[src/rtl/instr_sequencer.sv]
// Four-phase program sequencer (FETCH/DECODE/EXECUTE/RETIRE) with a loadable opcode store.
// Build option: define SEQ_WRAP_EN to wrap pc to 0 after the last address instead of halting.
module instr_sequencer #(
  parameter int PC_WIDTH = 4
) (
  input  logic                clk,
  input  logic                reset,
  input  logic                run,
  input  logic                step,
  input  logic                load_en,
  input  logic [PC_WIDTH-1:0] load_addr,
  input  logic [3:0]          load_data,
  output logic [3:0]          instruction,
  output logic                exec_valid,
  output logic [1:0]          phase,
  output logic                busy,
  output logic                halted,
  output logic [PC_WIDTH-1:0] pc
);

  localparam int DEPTH = 2 ** PC_WIDTH;
  localparam logic [PC_WIDTH-1:0] PC_LAST = '1;

`ifdef SEQ_WRAP_EN
  localparam bit WRAP_EN = 1'b1;
`else
  localparam bit WRAP_EN = 1'b0;
`endif

  typedef enum logic [2:0] {
    S_IDLE,
    S_FETCH,
    S_DECODE,
    S_EXECUTE,
    S_RETIRE,
    S_HALT
  } state_t;

  state_t     state, state_nxt;
  logic       single;
  logic [3:0] store [0:DEPTH-1];

  always_ff @(posedge clk) begin
    if (reset) state <= S_IDLE;
    else       state <= state_nxt;
  end

  always_comb begin
    state_nxt = state;
    case (state)
      S_IDLE:    if (run || step) state_nxt = S_FETCH;
      S_FETCH:   state_nxt = S_DECODE;
      S_DECODE:  state_nxt = S_EXECUTE;
      S_EXECUTE: state_nxt = S_RETIRE;
      S_RETIRE: begin
        if (!WRAP_EN && pc == PC_LAST) state_nxt = S_HALT;
        else if (run && !single)       state_nxt = S_FETCH;
        else                           state_nxt = S_IDLE;
      end
      S_HALT:    state_nxt = S_HALT;
      default:   state_nxt = S_IDLE;
    endcase
  end

  // All outputs below decode the state register only; no input-to-output paths.
  always_comb begin
    phase      = 2'd0;
    busy       = 1'b0;
    halted     = 1'b0;
    exec_valid = 1'b0;
    case (state)
      S_FETCH:   begin phase = 2'd0; busy = 1'b1; end
      S_DECODE:  begin phase = 2'd1; busy = 1'b1; end
      S_EXECUTE: begin phase = 2'd2; busy = 1'b1; exec_valid = 1'b1; end
      S_RETIRE:  begin phase = 2'd3; busy = 1'b1; end
      S_HALT:    halted = 1'b1;
      default:   phase = 2'd0;
    endcase
  end

  always_ff @(posedge clk) begin
    if (reset) begin
      pc          <= '0;
      instruction <= 4'd0;
      single      <= 1'b0;
    end else begin
      if (state == S_IDLE && (run || step))
        single <= step && !run;
      if (state == S_FETCH)
        instruction <= store[pc];
      if (state == S_RETIRE) begin
        single <= 1'b0;
        if (pc != PC_LAST || WRAP_EN)
          pc <= pc + 1'b1;
      end
    end
  end

  // Store survives reset; writes only land while no instruction is in flight.
  always_ff @(posedge clk) begin
    if (load_en && !busy)
      store[load_addr] <= load_data;
  end

endmodule
[config.mk]
export PLATFORM = sky130hd
export DESIGN_NAME = instr_sequencer
export DESIGN_NICKNAME = d
export VERILOG_FILES = /design/src/rtl/instr_sequencer.sv
export SDC_FILE = /design/constraint.sdc
export NUM_CORES = 1
export LEC_CHECK = 0
export ABC_AREA = 1
export BUFFER_PORTS_ARGS = -buffer_cell sky130_fd_sc_hd__clkbuf_2
export CELL_PAD_IN_SITES_DETAIL_PLACEMENT = 2
export CELL_PAD_IN_SITES_GLOBAL_PLACEMENT = 2
export CORE_AREA = 2 2 93 95
export CTS_BUF_LIST = sky130_fd_sc_hd__clkbuf_4
export CTS_CLUSTER_DIAMETER = 50
export DETAILED_ROUTE_END_ITERATION = 10
export DIE_AREA = 0 0 95 97
export GPL_TIMING_DRIVEN = 0
export MAX_ROUTING_LAYER = met4
export PLACE_DENSITY_LB_ADDON = 0.05
export REMOVE_ABC_BUFFERS = 1
export SETUP_SLACK_MARGIN = 0.3
export SLEW_MARGIN = 20
export SYNTH_ARGS = -nofsm -noshare
export SYNTH_HDL_FRONTEND = slang
export SYNTH_SLANG_ARGS = --single-unit
[constraint.sdc]
create_clock -name clk -period 2.14 [get_ports clk]
set_input_delay 0.214 -clock clk [delete_from_list [all_inputs] [get_ports clk]]
set_output_delay 0.214 -clock clk [all_outputs]
set_load 0.03 [all_outputs]
== Yosys cells after proc, flatten, opt, wreduce, memory -nomap -nowiden ==
Memory sizes are Yosys's and may differ from the RTL's. A register that Yosys moved wholly into a read port is not among the register bits.
Index checks and enable logic that the tools add are counted.
Storage, ports and cells
  register bits after elaboration: 8
  latch bits: 0
  RAM bits: 64
  memory bits (read-only): 0
  output and inout bits: 13
  word-level logic and storage cells: 35
  memories kept: 1
Cells by class
  $add $sub $neg: 1
  multipliers: 0
  div/mod/pow operators: 0
  $lt $le $gt $ge: 0
  eq/ne operators: 8
  shift operators: 0
  mux-type cells: 10
  bitwise operators: 0
  reduce and logical (&&, ||, !) cells: 12
Memory list
  store: depth 16, bits a word 4, read ports 1, clocked after memory_dff 1, write ports 1, line 41  | logic [3:0] store [0:DEPTH-1];
Operator list (count)
  3-bit case mux with 6 select lines: 1
  3-bit by 2-bit equality test with 1-bit output, second input constant: 2
  3-bit equality test, second input constant: 2
  1-bit two-way mux: 6
  3-bit two-way mux: 2
  2-bit case mux with 3 select lines: 1
  4-bit by 1-bit adder with 4-bit output, second input constant: 1
  4-bit equality test, second input constant: 1
  1-bit logical AND: 4
  4-bit != test, second input constant: 1
  4-bit OR reduction: 1
  3-bit by 1-bit equality test with 1-bit output, second input constant: 1
  1-bit logical NOT: 3
  3-bit logical NOT: 1
  2-bit by 1-bit != test with 1-bit output, second input constant: 1
  2-bit AND reduction: 1
  2-bit OR reduction: 1
  1-bit logical OR: 1

== Depth between registers and ports, before layout ==
  depth in word-level cells: 7
  mapped depth: 11
  gate-level depth less buffers: 9

== Least setup slack after synthesis ==
Ideal clock, no wire load.
  path kind: reg2reg
  from: register state[2]
  to: memory store[0][0], enable pin
  library setup time: 0.329 ns
  data arrival time: 1.227 ns
  required time: 1.811 ns
  setup slack: 0.583 ns
  stages on the path, launching flop included: 7
  path buffers: 0
  path through: dfxtp_1 nor2_1 inv_2 nand3_4 nor2_4 nand2_1 nor2_1
Between the ends
  longest elaborated chain between the ends: 7
  elaborated cells between the ends (all ways): 10
  those cells by class: 4 x eq/ne; 3 x mux; 3 x reduce/logical
Ends and longest elaborated chain
  from (decl): line 39  | state_t state, state_nxt;
  from (signal assigned): line 45  | else state <= state_nxt;
  3-bit by 1-bit equality test with 1-bit output (tied with other cells): line 71  | case (state)
  4-bit OR reduction (no line) *
  1-bit two-way mux *: line 71
  net busy: line 16  | output logic busy,
  1-bit logical NOT *: line 101  | if (load_en && !busy)
  1-bit logical AND *: line 101
  1-bit two-way mux *: line 101
  1-bit two-way mux (implied by the code) *: line 102  | store[load_addr] <= load_data;
  to (decl): line 41
The timed path passes the listed nets; every way through them passes the cells marked *.

== Final worst setup path ==
  from: register state[1]
  to: memory store[3][0], enable pin
Between the ends
  longest elaborated chain between the ends: 7
  elaborated cells between the ends (all ways): 10
  those cells by class: 4 x eq/ne; 3 x mux; 3 x reduce/logical
Ends and longest elaborated chain (line)
  3-bit by 1-bit equality test with 1-bit output (tied with other cells): 71
  4-bit OR reduction (no line) *
  1-bit two-way mux *: 71
  1-bit logical NOT *: 101
  1-bit logical AND *: 101
  1-bit two-way mux *: 101
  1-bit two-way mux (implied by the code) *: 102
Every way passes the cells marked *; elsewhere a longest branch is shown, timed or not.

==> out/metrics.yaml <==
status:
  status: "completed"
critical_path:
  critPathMaxFanout: 5
  reg2reg_depth: 6
  cp-start-kind: "register"
  critPathKind: "reg2reg"
  slowest_stage: "dfxtp_1"
  crit_buf_inv: 1
  crit_required_ps: 2250
  cp.arrival_ps: 1870
  crit_path_end_kind: "register"
  cp_top_family: "simple AND/OR/NAND/NOR gates"
  critical-path-max-stage-delay_ps: 420
  cp_cell_sequence: "inv_2 > nand3_2 > nand3_4 > nor2_4 > nand2_1 > nor2_2"
  worstSetupPathDepth: 6
pwr:
  ir_drop_v: 0.000361
  p_per_area_mw_per_mm2: 784
  p_leak_nw: 1.59
cts:
  ctsResizeCount: 14
  postCtsHoldBufs: 0
  cts_setup_buffers: 0
  ctsHtreeMaxLevel: 3
  clock-root-buffer: "clkbuf_4"
  cts.sinks: 76
  insertion_delay_ps: 420
  path_clk_slew_ps: 120
  cts_buffer_depth: 2
  tritoncts: "built"
  numCtsBuffers: 9
synth:
  syn_area_per_cell_sq_um: 9.65
  synth-edff-count: 64
  yosys.cell_count.top_type: "nand2_1"
  ys_seq_elements: 76
  synth_top_area_cell: "edfxtp_1"
  yosys_warnings: 0
  async_flop_share_pct: 0
  ys_seq_area_share_pct: 63.3
  netlist.area_leader.share_pct: 56.3
  ys.flop_type: "edfxtp_1"
  synth.cell_area_sq_mm: 0.00342
  yosys-top-cells-area: "edfxtp_1, nand2_1, dfxtp_1"
  syn_inst: 354
  synth_commonest_cells: "nand2_1, edfxtp_1, nand3_1, inv_1, nor2_1"
  ys_types: 25
placement:
  dpl_cell_area_sq_mm: 0.00363
  hpwl_microns: 6520
  portBuffers: 25
  place_congestion: 0.751
  dp_slack_ps: 25.9
final_layout:
  fillers: 872
  fin_area_sq_mm: 0.00388
  antenna_cells: 0
  syn_to_final_growth_pct: 13.6
  nets: 393
  final_core_util_pct: 47.7
  layout-drive-gt1-share_pct: 21.1
sta:
  tightest_slew_ps: 398
  drv_slew: 0
  worst_hold_slack_ps: 38.0
  slew_headroom_pct: 73.4
  finalHoldViolCount: 0
  setup_viol_count_final: 0
  skew_ps: 14.0
  tns_ps: 0
  min_period_over_period_pct: 82.1
  setup_slack_ps: 383
  fin_crit_ps: 1760
  rsz0062_at_grt: "true"
  clock.fmax_ghz: 0.569
grt:
  antenna_found_initial: 0
  grt_pass1_vias: 2690
  grt_pass1_wl_microns: 14600
  use_met1_pct: 28.2
  grt_max_degree: 34
  gr-usage-met3_pct: 2.80
  use_met2_pct: 36.9
  top_usage_layer: "met2"
  globalRouteOverflowTotal: 0
  grt_use_total_pct: 22.2
floorplan:
  num_io_pins: 26
  die_area_sq_mm: 0.00922
  start_util_pct: 42.0
  core_sq_mm: 0.00813
  rows: 33
  die_w_microns: 95
  die_h_microns: 97
route:
  vias: 2518
  wl_microns: 9250
  antenna_left: 0
  viasPerCell: 5.16
  drt_pass1_iterations: 4
  drtIter0Drc: 95
  wl_per_cell_microns: 18.9
  route.detailed.drc: 0
hold_path:
  hp-class: "in2reg"
  hold-path-cell-count: 2
job:
  max_cap_viol_count: 0
==> cells by family (layout without fill, tap and decap cells) <==
| logic type | after synthesis | in the layout | share of synthesized area (%) |
|---|---|---|---|
| simple gates | 199 | 199 | 26.1 |
| fa+ha+maj | 1 | 1 | 0.366 |
| compound gates | 15 | 15 | 2.60 |
| flops | 76 | 76 | 63.3 |
| buf+inv | 63 | 92 | 7.66 |
==> state kept, by name, summed over array words and instances (netlist names) <==
signal and flops:
store 64, single 1, instruction 4, pc 4, state 3
==> worst register-to-register path, cell delays in order, from the launching register on <==
cell and delay (ps):
dfxtp_1 420, inv_2 90, nand3_2 150, nand3_4 120, nor2_4 170, nand2_1 230
nor2_2 270
==> worst paths after layout <==
check / start / slack [ps] / to
max: state[1] / 380 / store[3][0]
min: reset / 40 / state[2]
max reg2reg: state[1] / 380 / store[3][0]
min reg2reg: single / 520 / single
==> layout by cell type (no fill, tap or decap), drive strengths merged <==
master    count
clkinvlp      3
inv          50
o21a          5
o21ai         3
nand2       112
nor4          1
o22ai         1
edfxtp       64
bufinv        3
nand3        50
or2           1
clkinv        1
ha            1
buf           1
clkbuf       34
dfxtp        12
nor2         27
a21oi         6
nand4         1
nor3          7
==> power breakdown <==
group,switching (W),internal [W],total (W)
Combinational,0.000203,0.0000774,0.000281
Sequential,0.0000242,0.00163,0.00166
Clock,0.000517,0.000587,0.00110
==> metal layers <==
layer / wire, microns / up-vias / share of wire, %
li1: - / 1208 / -
met5: 0 / - / 0
met3: 195 / 8 / 2.1
met4: 107 / 0 / 1.2
met1: 4070 / 1262 / 44
met2: 4870 / 40 / 53
==> cell type report <==
cell class / instances / area [sq um] / area share [%]
Inverter: 51 / 200 / 5.16
Tap cell: 105 / 131 / 3.39
Timing Repair Buffer: 26 / 153 / 3.93
Clock inverter: 6 / 114 / 2.93
Sequential cell: 76 / 2170 / 56.0
Multi-Input combinational cell: 215 / 1040 / 26.9
Clock buffer: 9 / 67.6 / 1.74
==> stage by stage <==
stage          power [W]  cells
6_report         0.00304    488
4_1_cts          0.00307    488
2_1_floorplan    0.00186    342
3_3_place_gp     0.00195    472
5_1_grt          0.00315    488
3_5_place_dp     0.00197    473
Power figures use the tool's default switching activity.
